===== config.mk =====
export PLATFORM = sky130hd
export DESIGN_NAME = updown_mod_counter
export DESIGN_NICKNAME = d
export VERILOG_FILES = /design/src/rtl/updown_mod_counter.sv
export SDC_FILE = /design/constraint.sdc
export NUM_CORES = 1
export LEC_CHECK = 0
export BUFFER_PORTS_ARGS = -buffer_cell sky130_fd_sc_hd__buf_2
export CAP_MARGIN = 15
export CORE_AREA = 2 2 39 41
export DETAILED_ROUTE_END_ITERATION = 16
export DIE_AREA = 0 0 41 43
export MAX_ROUTING_LAYER = met4
export PLACE_DENSITY_LB_ADDON = 0.2
export SLEW_MARGIN = 20
export SYNTH_ARGS = -nofsm -noshare
export SYNTH_HDL_FRONTEND = slang
export SYNTH_SLANG_ARGS = --single-unit

===== constraint.sdc =====
create_clock -name clk -period 3.55 [get_ports clk]
set_input_delay 0 -clock clk [delete_from_list [all_inputs] [get_ports clk]]
set_output_delay 0 -clock clk [all_outputs]
set_load 0.03 [all_outputs]

===== src/rtl/updown_mod_counter.sv =====
// WIDTH-bit modulo-MOD up/down counter with enable, clamped parallel load,
// wrap or saturate at the range ends, and a registered terminal-count pulse.
module updown_mod_counter #(
  parameter int     WIDTH = 4,
  parameter longint MOD   = 16,
  parameter int     SAT   = 0
) (
  input  logic             clk,
  input  logic             rst,
  input  logic             en,
  input  logic             up,
  input  logic             load,
  input  logic [WIDTH-1:0] load_val,
  output logic [WIDTH-1:0] q,
  output logic             tc
);

  if ((WIDTH < 1) || (WIDTH > 32)) begin : g_bad_width
    $fatal(1, "updown_mod_counter: WIDTH=%0d outside 1..32", WIDTH);
  end
  if ((MOD < 2) || (MOD > (longint'(1) << WIDTH))) begin : g_bad_mod
    $fatal(1, "updown_mod_counter: MOD=%0d outside 2..2**WIDTH", MOD);
  end

  localparam logic [WIDTH:0]   MODX = (WIDTH+1)'(MOD);
  localparam logic [WIDTH:0]   ONE  = (WIDTH+1)'(1);
  localparam logic [WIDTH-1:0] TOP  = WIDTH'(MOD - 1);

  // One extra bit: inc reaching MOD marks the top, dec's MSB is the borrow out of 0.
  logic [WIDTH:0] inc, dec;
  logic           at_top, at_bot;

  assign inc    = {1'b0, q} + ONE;
  assign dec    = {1'b0, q} - ONE;
  assign at_top = (inc == MODX);
  assign at_bot = dec[WIDTH];

  always_ff @(posedge clk or posedge rst) begin
    if (rst) begin
      q  <= '0;
      tc <= 1'b0;
    end else if (load) begin
      q  <= ({1'b0, load_val} >= MODX) ? TOP : load_val;
      tc <= 1'b0;
    end else if (en) begin
      if (up) begin
        if (at_top) begin
          q  <= (SAT != 0) ? TOP : '0;
          tc <= 1'b1;
        end else begin
          q  <= inc[WIDTH-1:0];
          tc <= 1'b0;
        end
      end else begin
        if (at_bot) begin
          q  <= (SAT != 0) ? '0 : TOP;
          tc <= 1'b1;
        end else begin
          q  <= dec[WIDTH-1:0];
          tc <= 1'b0;
        end
      end
    end else begin
      tc <= 1'b0;
    end
  end

endmodule

==> impl_metrics.toml <==
[placed_design]
numPortBuffers = 13
placed_cells = 69
place_area_um2 = 447
hpwl_um = 649
gp_congestion = 0.680

[setup_path]
cp_cell_sequence = "inv_1 > ha_1 > mux2_4 > nand2_2 > xnor2_1 > mux2_2"
required_ns = 3.68
endpoint_kind = "flop"
crit_start = "q[0]"
crit_slowest_cell = "dfrtp_1"
worstSetupPathType = "reg2reg"
reg2reg_from = "q[0]"
arrival_ns = 1.65
cpPeakStageDelay_ns = 0.46
crit_path_start_kind = "flop"
path_max_fanout = 9

[grt]
grt_max_degree = 11
antenna_found_initial = 0
gr-total-overflow = 0
grt.total_usage_pct = 13.0
grt_pass1_wl_um = 1480
grt_pass1_vias = 369

[timing]
setup_violations = 0
max_freq_mhz = 659
hold_viol_final = 1
period_needed_ns = 1.52
slew_headroom_pct = 78.1
whs_ns = -0.000328
grt_setup_unrepaired = "no"
finalMaxSlewViolations = 0
worst_clock_skew_ns = 0.00739
post-route-period-util_pct = 42.8
fin_setup_tns_ns = 0
worst_slew_pin_slew_ns = 0.329

[synth]
synth_compound_gate_area_share_pct = 18.4
synth_fa_ha_area_share_pct = 6.33
syn_avg_cell_area_um2 = 9.19
ys_top_cells_by_area = "dfrtp_1, buf_6, ha_1"
ys_types = 24
synthTopCellsByCount = "dfrtp_1, inv_1, buf_6, nor2_1"
synth_area_um2 = 395
synth_edf_count = 0
synthXorXnorAreaFrac_pct = 2.22
synth_top_area_share_pct = 31.6
yosysMostFrequentCell = "dfrtp_1"
synth_top_flop_cell = "dfrtp_1"
synthMuxAreaShare_pct = 6.65
syn-num-nets = 54
synth_top_family_by_area = "simple AND/OR/NAND/NOR gates"
synthCells = 43
yosys.area_share.simple_pct = 22.5
ys_ff_latch = 5
seq_area_frac_synth_pct = 31.6
synth.largest_area_cell = "dfrtp_1"
synth-warning-count = 0
synthArstFlopShare_pct = 100

[power_and_ir_drop]
p_leak_uw = 0.000233
ir_worst_vdd_v = 0.000302
power_density_nw_per_um2 = 414

[clock_network]
cts_made_buffers = 3
clk_pin_slew_ns = 0.05
clkSinkCount = 5
worstSkewPairLatency_ns = 0.24
cts_max_path_buffers = 2
htree_levels = 1
cts_tree = "built"
root_buffer = "clkbuf_4"

[layout]
finalNetCount = 73
drive_gt1_share_pct = 31.1
final-seq-area_um2 = 125
fillerInstances = 154
finalNonFillerCells = 77
fin_area_um2 = 513
post-route-util_pct = 37.1
multiInputGateArea_um2 = 221
syn_to_final_growth_pct = 29.7
num_antenna_cells = 0

[status]
violations = "negative hold slack"
status = "complete, but fails checks"

[route]
postRouteAntennaNets = 0
via_per_inst = 4.99
first_pass_iters = 2
drc = 0
num_vias = 384
wl_per_cell_um = 11.0
drt_wl_total_um = 850
drt-initial-drc-count = 1

[floorplan]
dieWidth_um = 41
ioPinCount = 14
die_y_um = 43
design.die.area_um2 = 1760
num_rows = 14
initial_core_util_pct = 28.6
core_area_um2 = 1380

[hold_path]
hp-start = "load_val[1]"
min_path_type = "in2reg"

[run]
cap_violations = 0
[worst max-delay path, delay by kind of cell (launching register included)]
| family | cells | cell delay (ns) |
|---|---|---|
| adder cells (fa/ha/maj) | 1 | 0.22 |
| flip-flops | 1 | 0.46 |
| multiplexers | 2 | 0.53 |
| buffers and inverters | 1 | 0.07 |
| XOR/XNOR | 1 | 0.05 |
| AND/OR/NAND/NOR | 1 | 0.07 |
[report_power, final]
| group | internal [µW] | switching, µW | leakage (µW) |
|---|---|---|---|
| sequential | 63.9 | 13.4 | 0.0000611 |
| clock | 42.5 | 23.4 | 0.0000150 |
| combinational | 31.0 | 38.0 | 0.000157 |
[state kept, by name, summed over array words and instances, names as in the netlist]
name	count
q	4
tc	1
[path summary, 6_finish.rpt]
| path | to | slack (ns) | cells past startpoint |
|---|---|---|---|
| setup / recovery | q[2] | 2.03 | 6 |
| hold / removal | q[1] | -0.0003 | 3 |
| setup reg to reg | q[2] | 2.03 | 6 |
| hold reg to reg | q[3] | 0.55 | 1 |
| max in group asynchronous | q[0] | 3.18 | 3 |
| min in group asynchronous | tc | 0.19 | 3 |
[placed cells by master (no fill, tap or decap)]
master | synthesis | final
xnor2_1 | 1 | 1
ha_1 | 2 | 2
nand2_2 | 1 | 1
dlygate4sd3_1 | 0 | 4
nor4_1 | 1 | 1
nor3_1 | 2 | 2
dfrtp_1 | 5 | 5
o31ai_1 | 1 | 1
and4_1 | 1 | 1
clkbuf_1 | 0 | 1
clkbuf_4 | 0 | 3
nor3b_1 | 2 | 2
inv_1 | 4 | 4
o21ai_0 | 2 | 2
a211oi_1 | 2 | 2
nor4b_1 | 1 | 1
a21oi_1 | 2 | 2
mux2_2 | 1 | 1
nand2_1 | 1 | 1
o41ai_1 | 1 | 1
mux2_4 | 1 | 1
nand2b_1 | 2 | 2
nor2b_1 | 1 | 1
o311ai_0 | 1 | 1
a31oi_1 | 2 | 2
buf_2 | 0 | 13
nor2_1 | 3 | 3
[cell type report]
| cell class | count | share of cell area, % |
|---|---|---|
| clock buffer | 4 | 5.12 |
| timing repair buffer | 17 | 20.5 |
| inverter | 4 | 2.93 |
| sequential | 5 | 24.4 |
| multi-input combinational | 31 | 43.2 |
| tap | 16 | 3.90 |
[per-layer routing]
metal,vias to the layer above,share of wire (%),track usage [%]
met5,-,0,-
met4,0,1.5,4.00
met3,2,6.5,7.85
met2,13,44,17.8
met1,174,48,15.4
li1,195,-,-
[through the flow]
| stage | setup WS, ns | power, µW | hold slack [ns] |
|---|---|---|---|
| 5_1_grt | 1.90 | 232 | 0.0203 |
| 3_5_place_dp | 2.01 | 145 | -0.0881 |
| 6_report | 2.03 | 212 | -0.000328 |
| 2_1_floorplan | 1.91 | 130 | -0.221 |
| 4_1_cts | 2.01 | 216 | 0.000449 |
| 3_3_place_gp | 2.03 | 145 | -0.0953 |
[cell families after synthesis]
group | after synthesis
xor gates and xnor gates | 1
AOI/OAI and AO/OA | 11
DFF | 5
and+or+nand+nor | 15
buffers and inverters | 7
adders and majority gates | 2
muxes | 2
[timing repair]
item	4_1_cts	5_1_grt
endpoints found under the hold margin	8	0
hold buffers	4	0
setup buffers	0	0
resized for setup	0	0
Power figures use the tool's default switching activity.
